<file path="config.mk">
export PLATFORM = sky130hd
export DESIGN_NAME = wb_io_ctrl
export DESIGN_NICKNAME = d
export VERILOG_FILES = /design/src/rtl/wb_io_ctrl_pkg.sv /design/src/rtl/wb_io_ctrl_io_sync_edge.sv /design/src/rtl/wb_io_ctrl.sv
export SDC_FILE = /design/constraint.sdc
export NUM_CORES = 1
export LEC_CHECK = 0
export ABC_AREA = 1
export BUFFER_PORTS_ARGS = -buffer_cell sky130_fd_sc_hd__buf_2
export CAP_MARGIN = 20
export CORE_MARGIN = 8
export CORE_UTILIZATION = 45
export CTS_BUF_LIST = sky130_fd_sc_hd__clkbuf_4 sky130_fd_sc_hd__clkbuf_8 sky130_fd_sc_hd__clkbuf_16
export CTS_CLUSTER_DIAMETER = 30
export DETAILED_ROUTE_END_ITERATION = 7
export GPL_ROUTABILITY_DRIVEN = 1
export GPL_TIMING_DRIVEN = 0
export PLACE_DENSITY_LB_ADDON = 0.3
export SYNTH_ARGS = -nofsm -noshare
export SYNTH_HDL_FRONTEND = slang
export SYNTH_SLANG_ARGS = --single-unit
</file>
<file path="constraint.sdc">
create_clock -name wb_clk_i -period 5.34 [get_ports wb_clk_i]
set_input_delay 1.068 -clock wb_clk_i [delete_from_list [all_inputs] [get_ports wb_clk_i]]
set_output_delay 1.068 -clock wb_clk_i [all_outputs]
set_load 0.02 [all_outputs]
</file>
<file path="src/rtl/wb_io_ctrl_pkg.sv">
// Shared constants for the Wishbone user-pad controller: register word offsets,
// default pad count and the output-enable reset pattern.
package wb_io_ctrl_pkg;

  localparam int NIO_DEF = 12;

  // Word indices as seen on wbs_adr_i[7:2]
  localparam logic [5:0] OFF_OUT   = 6'h00;
  localparam logic [5:0] OFF_OEB   = 6'h01;
  localparam logic [5:0] OFF_IN    = 6'h02;
  localparam logic [5:0] OFF_IEN   = 6'h03;
  localparam logic [5:0] OFF_ISTAT = 6'h04;
  localparam logic [5:0] OFF_ECNT  = 6'h05;

  localparam logic [31:0] OEB_RST = 32'hFFFF_FFFF;

  function automatic logic [31:0] byte_mask(input logic [3:0] be);
    logic [31:0] m;
    for (int b = 0; b < 4; b++) m[b*8 +: 8] = {8{be[b]}};
    return m;
  endfunction

endpackage

</file>
<file path="src/rtl/wb_io_ctrl_io_sync_edge.sv">
// Pad input synchronizer followed by one extra flop so that rising edges can be
// detected on the synchronized value.
module io_sync_edge
  import wb_io_ctrl_pkg::*;
#(
  parameter int NIO         = NIO_DEF,
  parameter int SYNC_STAGES = 2
) (
  input  logic           clk,
  input  logic           rst,
  input  logic [NIO-1:0] io_in,
  output logic [NIO-1:0] sync,
  output logic [NIO-1:0] rise
);

  logic [NIO-1:0] sync_d [SYNC_STAGES];
  logic [NIO-1:0] sync_q [SYNC_STAGES];
  logic [NIO-1:0] prev_d;
  logic [NIO-1:0] prev_q;

  always_comb begin
    sync_d[0] = io_in;
    for (int s = 1; s < SYNC_STAGES; s++) sync_d[s] = sync_q[s-1];
    prev_d = sync_q[SYNC_STAGES-1];
  end

  // prev clears to 0, so a pad already high at reset release reports one edge
  always_ff @(posedge clk or posedge rst) begin
    if (rst) begin
      for (int s = 0; s < SYNC_STAGES; s++) sync_q[s] <= '0;
      prev_q <= '0;
    end else begin
      for (int s = 0; s < SYNC_STAGES; s++) sync_q[s] <= sync_d[s];
      prev_q <= prev_d;
    end
  end

  assign sync = sync_q[SYNC_STAGES-1];
  assign rise = sync & ~prev_q;

endmodule

</file>
<file path="src/rtl/wb_io_ctrl.sv">
// Wishbone classic slave owning the user pads: output/enable registers, input
// readback, per-pin rising-edge flags with enable, edge counter and level irq.
module wb_io_ctrl
  import wb_io_ctrl_pkg::*;
#(
  parameter int          NIO         = NIO_DEF,
  parameter logic [31:0] BASE_ADDR   = 32'h3000_0000,
  parameter logic [31:0] ADDR_MASK   = 32'hFFFF_FF00,
  parameter int          SYNC_STAGES = 2
) (
  input  logic           wb_clk_i,
  input  logic           wb_rst_i,
  input  logic           wbs_cyc_i,
  input  logic           wbs_stb_i,
  input  logic           wbs_we_i,
  input  logic [3:0]     wbs_sel_i,
  input  logic [31:0]    wbs_adr_i,
  input  logic [31:0]    wbs_dat_i,
  output logic           wbs_ack_o,
  output logic [31:0]    wbs_dat_o,
  input  logic [NIO-1:0] io_in,
  output logic [NIO-1:0] io_out,
  output logic [NIO-1:0] io_oeb,
  output logic           irq
);

  logic [NIO-1:0] sync;
  logic [NIO-1:0] rise;

  io_sync_edge #(
    .NIO         (NIO),
    .SYNC_STAGES (SYNC_STAGES)
  ) u_sync (
    .clk   (wb_clk_i),
    .rst   (wb_rst_i),
    .io_in (io_in),
    .sync  (sync),
    .rise  (rise)
  );

  logic           sel, req, wr, hit_en;
  logic [5:0]     off;
  logic [31:0]    lane_mask;
  logic [NIO-1:0] wmask, wdat;
  logic [31:0]    rdata;

  logic [NIO-1:0] out_d, out_q;
  logic [NIO-1:0] oeb_d, oeb_q;
  logic [NIO-1:0] ien_d, ien_q;
  logic [NIO-1:0] istat_d, istat_q;
  logic [15:0]    ecnt_d, ecnt_q;
  logic           irq_d, irq_q;
  logic           ack_d, ack_q;
  logic [31:0]    dat_d, dat_q;

  if (NIO < 32) begin : g_unused_hi
    logic unused_hi;
    assign unused_hi = ^{wbs_dat_i[31:NIO], lane_mask[31:NIO]};
  end

  always_comb begin
    sel       = wbs_cyc_i & wbs_stb_i & ((wbs_adr_i & ADDR_MASK) == BASE_ADDR);
    // A request still held while ack is up is the same transfer, not a new one
    req       = sel & ~ack_q;
    wr        = req & wbs_we_i;
    off       = wbs_adr_i[7:2];
    lane_mask = byte_mask(wbs_sel_i);
    wmask     = lane_mask[NIO-1:0];
    wdat      = wbs_dat_i[NIO-1:0];
    hit_en    = |(rise & ien_q);

    out_d   = out_q;
    oeb_d   = oeb_q;
    ien_d   = ien_q;
    istat_d = istat_q;
    ecnt_d  = ecnt_q;
    if (wr) begin
      case (off)
        OFF_OUT:   out_d   = (out_q & ~wmask) | (wdat & wmask);
        OFF_OEB:   oeb_d   = (oeb_q & ~wmask) | (wdat & wmask);
        OFF_IEN:   ien_d   = (ien_q & ~wmask) | (wdat & wmask);
        OFF_ISTAT: istat_d = istat_q & ~(wdat & wmask);
        OFF_ECNT:  ecnt_d  = '0;
        default:   ;
      endcase
    end
    // Applied after the bus write so a new edge beats a clear in the same cycle
    istat_d = istat_d | (rise & ien_q);
    ecnt_d  = ecnt_d + {15'd0, hit_en};

    rdata = '0;
    case (off)
      OFF_OUT:   rdata = 32'(out_q);
      OFF_OEB:   rdata = 32'(oeb_q);
      OFF_IN:    rdata = 32'(sync);
      OFF_IEN:   rdata = 32'(ien_q);
      OFF_ISTAT: rdata = 32'(istat_q);
      OFF_ECNT:  rdata = {16'd0, ecnt_q};
      default:   rdata = '0;
    endcase

    ack_d = req;
    dat_d = (req & ~wbs_we_i) ? rdata : '0;
    irq_d = |(istat_q & ien_q);
  end

  always_ff @(posedge wb_clk_i or posedge wb_rst_i) begin
    if (wb_rst_i) begin
      out_q   <= '0;
      oeb_q   <= OEB_RST[NIO-1:0];
      ien_q   <= '0;
      istat_q <= '0;
      ecnt_q  <= '0;
      irq_q   <= 1'b0;
      ack_q   <= 1'b0;
      dat_q   <= '0;
    end else begin
      out_q   <= out_d;
      oeb_q   <= oeb_d;
      ien_q   <= ien_d;
      istat_q <= istat_d;
      ecnt_q  <= ecnt_d;
      irq_q   <= irq_d;
      ack_q   <= ack_d;
      dat_q   <= dat_d;
    end
  end

  assign io_out    = out_q;
  assign io_oeb    = oeb_q;
  assign irq       = irq_q;
  assign wbs_ack_o = ack_q;
  assign wbs_dat_o = dat_q;

endmodule
</file>
Word-level counts from Yosys, hierarchy flattened --
Cells that the tools add are included.
Storage, ports and cells: output and inout port bits 58, flip-flop bits (word level) 134, input bits 85
Operators by class: muxes and demuxes 6, equality and inequality tests 6, add/subtract/negate cells 1, bitwise logic cells 22, reduce and logical (&&, ||, !) cells 6
Operators with widths (number):
- bitwise AND 12 bit | 8
- one-hot mux 16 bit (6 select lines) | 1
- bitwise OR 12 bit | 4
- inverter 12 bit | 3
- two-way mux 16 bit | 2
- two-way mux 32 bit | 1
- == test 24 x 22 -> 1 bit (second input constant) | 1
- two-way mux 12 bit | 2
- OR reduction 12 bit | 2
- adder 16 x 1 -> 16 bit | 1
- == test 6 x 2 -> 1 bit (second input constant) | 2
- == test 6 x 3 -> 1 bit (second input constant) | 2
- == test 6 x 1 -> 1 bit (second input constant) | 1
- zero test 6 bit | 1
- AND reduction 2 bit | 3
- bitwise AND 1 bit | 5
- inverter 1 bit | 2

Depth between registers and ports, before layout --
depth in word-level cells 6, depth in mapped cells 18, gate-level depth less buffers 16

Hierarchy --
Synthesis repeated with hierarchy kept, for this count alone.
Second synthesis, totals: cell total of the unflattened synthesis 513, area, all modules 5093.6 µm²
By module, submodules not included:
- wb_io_ctrl | sequential area each 2067.0 µm², times used 1, area an instance 4068.9 µm², cells each 452
- io_sync_edge | sequential area each 900.9 µm², times used 1, area an instance 1024.7 µm², cells each 61

Least setup slack after synthesis --
OpenSTA, ideal clock, no wires.
path kind input-to-reg, from in wbs_adr_i[7], to reg ecnt_q[10], setup slack 2325 ps, cell stages on the path 14, arrival 2936 ps, buffers on the path 2, required time 5261 ps, cell sequence nor2_1 > inv_2 > nor3_4 > nand3_4 > buf_6 > buf_6 > nand2_1 > inv_1 > ha_1 > ha_1 > nand4_1 > nor2_1 > nand2_1 > xor2_1
Between the ends: word-level cells in the longest chain between the ends 4
Ends and longest elaborated chain:
- start, declared | RTL line wb_io_ctrl.sv:17 | input logic [31:0] wbs_adr_i,
- == test 6 x 3 -> 1 bit | RTL line wb_io_ctrl.sv:78 | case (off)
- two-way mux 16 bit | RTL line wb_io_ctrl.sv:78
- two-way mux 16 bit | RTL line wb_io_ctrl.sv:77 | if (wr) begin
- adder 16 x 1 -> 16 bit | RTL line wb_io_ctrl.sv:89 | ecnt_d = ecnt_d + {15'd0, hit_en};
- net ecnt_d[10] | RTL line wb_io_ctrl.sv:51 | logic [15:0] ecnt_d, ecnt_q;
- end signal, assigned | RTL line wb_io_ctrl.sv:122 | ecnt_q <= ecnt_d;
- end, declared | RTL line wb_io_ctrl.sv:51
The timed path passes the listed nets, and every way through them passes these cells. A chain may end at the register's enable or synchronous reset.

Worst setup path in the final report --
from in wbs_adr_i[7], to reg ecnt_q[8]
The elaborated chain is that of the path after synthesis.

==> flow_metrics.tcl <==
set metrics [dict create \
    power_frac_comb 0.049 \
    synth_area_leader_cell "dfrtp_1" \
    dieArea_sq_um 14800 \
    drt_iter0_markers 283 \
    relSlewSlack 0.593 \
    hold_buffers 0 \
    num-nets-final 733 \
    antenna_left 0 \
    vdd_drop_max_uv 215 \
    cp_num_buf_inv 5 \
    syn_area_sq_um 5020 \
    netlist_top_cells_count "106 x dfrtp_1, 98 x nand2_1, 53 x inv_1" \
    start_util 0.461 \
    ys_types 35 \
    postSynthCellCount 509 \
    cp.required_ps 5790 \
    setup_ws_ps 2330 \
    remaining_drc_errors 0 \
    grt_overflow 0 \
    critical_path.endpoint "ecnt_q[8]" \
    ys_seq_area_frac 0.591 \
    die_w_um 122 \
    yosysWarningCount 0 \
    core_sq_um 10900 \
    grt_max_degree 61 \
    avgSynthCellArea_sq_um 9.87 \
    cp-start-kind "input port" \
    period_minus_slack_ps 3010 \
    ioPinCount 143 \
    arrival_ps 3460 \
    maxCapViolations 0 \
    placed_area_sq_um 5800 \
    diodes 0 \
    layout-drive-gt1-share 0.288 \
    cts_tree "done" \
    dp_slack_ps 1810 \
    insertion_delay_ps 520 \
    cts_num_sinks 118 \
    finalCritPeriodShare 0.564 \
    postLayoutCellArea_sq_um 6510 \
    firstDrtPassIters 5 \
    crit_path_start "wbs_adr_i[7]" \
    hold_violations 0 \
    multiInputGateArea_sq_um 1730 \
    path_class "input port to register" \
    post_cts_resized 0 \
    worst_slew_pin_slew_ps 606 \
    setup_viol 0 \
    area_growth_pct 29.7 \
    reg2reg_setup_slack_ps 2770 \
    post_cts_buffers 0 \
    reg2regPathDepth 15 \
    grt_first_pass_wirelength_mm 20.9 \
    critPathTopFamily "simple AND/OR/NAND/NOR gates" \
    synth_most_common_cell "dfrtp_1" \
    pwr-share-clk 0.560 \
    synth_ff_type "dfrtp_1" \
    ys_top_cells_by_area "dfrtp_1 53%, nand2_1 7.3%, dfstp_2 6.3%, o21ai_0 4.5%, inv_1 4.0%" \
    register_area_sq_um 2970 \
    rsz0062_at_grt "false" \
    grt_antenna_before_repair 0 \
    p_int_w 0.00195 \
    cts_htree_levels 4 \
    outcome "finished clean" \
    first_global_vias 4192 \
    grt_usage 0.183 \
    rows 38 \
    final_util 0.598 \
    viasPerCell 5.19 \
    slowest_stage "nor3_4" \
    cp-end-kind "register" \
    ys_ff_latch 118 \
    fin_skew_ps 6.20 \
    crit_cells 15 \
    io_buffers 102 \
    synth_top_area_frac 0.528 \
    p_sw_frac 0.205 \
    synth-edff-count 0 \
    clockRootBuffer "clkbuf_8" \
    pwr-share-seq 0.391 \
    dieHeight_um 122 \
    ys_async_sr_fraction 1.00 \
    crit_fanout 10 \
    worstReg2RegStart "wbs_ack_o" \
    r2r-end "ecnt_q[12]" \
    cp_cell_sequence "buf_2 -> nor2_1 -> inv_2 -> nor3_4 -> nand3_4 -> buf_6 -> buf_6 -> nand2_1 -> inv_1 -> ha_1 -> ha_1 -> nand4_1 -> nor2_1 -> nand2_1 -> xor2_1" \
    whs_ps 347 \
    max_stage_delay_ps 350 \
    clk_path_buf_depth 2 \
    gp_congestion 0.915 \
    slew_viol_final 0 \
    cellPowerDensity_nw_per_um2 376 \
    p_leak_nw 3.17 \
    totalWireLength_mm 13.2 \
    max_freq_mhz 332 \
    hold_path.class "register to register" \
    num-fill-cells 901 \
    cts_buffers 17 \
    drt-wirelength-per-cell_um 16.6 \
    cts.clk_slew.worst_paths_ps 60 \
    vias 4145 \
    p_switching_w 0.000502 \
    dp_hpwl_mm 9.83 \
]
per-layer routing:
layer  vias up  track usage  part of all wire
met5         -            0                 0
met4         0       0.0825             0.025
met2       151        0.308              0.51
met3        25       0.0472             0.063
met1      2011        0.217              0.41
li1       1958            -                 -
worst min path at each step:
| stage | start | endpoint | slack (ps) | depth (start not counted) |
|---|---|---|---|---|
| floorplan | u_sync.sync_d[0] | u_sync.sync[0] | 330 | 0 |
| global placement | u_sync.sync_d[0] | u_sync.sync[0] | 330 | 0 |
| detailed placement | u_sync.sync_d[10] | u_sync.sync[10] | 330 | 0 |
| CTS | u_sync.sync_d[10] | u_sync.sync[10] | 350 | 0 |
| global route | u_sync.sync_d[8] | u_sync.sync[8] | 350 | 0 |
| finish | u_sync.sync_d[10] | u_sync.sync[10] | 350 | 0 |
layout make-up:
class                      instances  area share
buffer                            24      0.0257
clock buffer                      19      0.0678
clock inverter                    13      0.0421
inverter                          56      0.0330
multi-input combinational        326       0.266
sequential                       118       0.456
tap                              140      0.0269
timing repair buffer             103      0.0826
power groups by stage:
stage / sequential (W) / clock (W) / combinational (W)
global placement: 0.000970 / 0 / 0.000114
detailed placement: 0.000971 / 0 / 0.000121
finish: 0.000957 / 0.00137 / 0.000121
CTS: 0.000956 / 0.00138 / 0.000122
floorplan: 0.000963 / 0 / 0.0000777
global route: 0.000961 / 0.00142 / 0.000135
per-stage QoR:
step           std cells  total power (W)  setup TNS, ps
6_report             799          0.00245              0
5_1_grt              799          0.00252              0
4_1_cts              799          0.00246              0
3_5_place_dp         767          0.00109              0
3_3_place_gp         766          0.00108          -7410
2_1_floorplan        524          0.00104              0
layout by cell type (no fill, tap or decap), types with 10 or more instances in the layout:
cell       netlist  routed
dfrtp_1        106     106
buf_2            2     104
nand2_1         98      98
inv_1           53      52
o21ai_0         45      45
nor2_1          42      42
nand3_1         25      25
a22oi_1         16      16
buf_4           16      16
conb_1           1      16
clkbuf_16        0      16
mux2_2          13      13
dfstp_2         12      12
nor3_1          10      10
cell families (layout without fill, tap and decap cells):
| group | after synthesis | after routing | share of synthesized area |
|---|---|---|---|
| other | 1 | 16 | 0.000747 |
| and+or+nand+nor | 192 | 192 | 0.170 |
| xor gates and xnor gates | 8 | 8 | 0.0140 |
| adders and majority gates | 2 | 2 | 0.00498 |
| muxes | 13 | 13 | 0.0291 |
| DFF | 118 | 118 | 0.591 |
| AOI/OAI and AO/OA | 95 | 95 | 0.115 |
| buffers and inverters | 80 | 215 | 0.0752 |
Power figures use the tool's default switching activity.
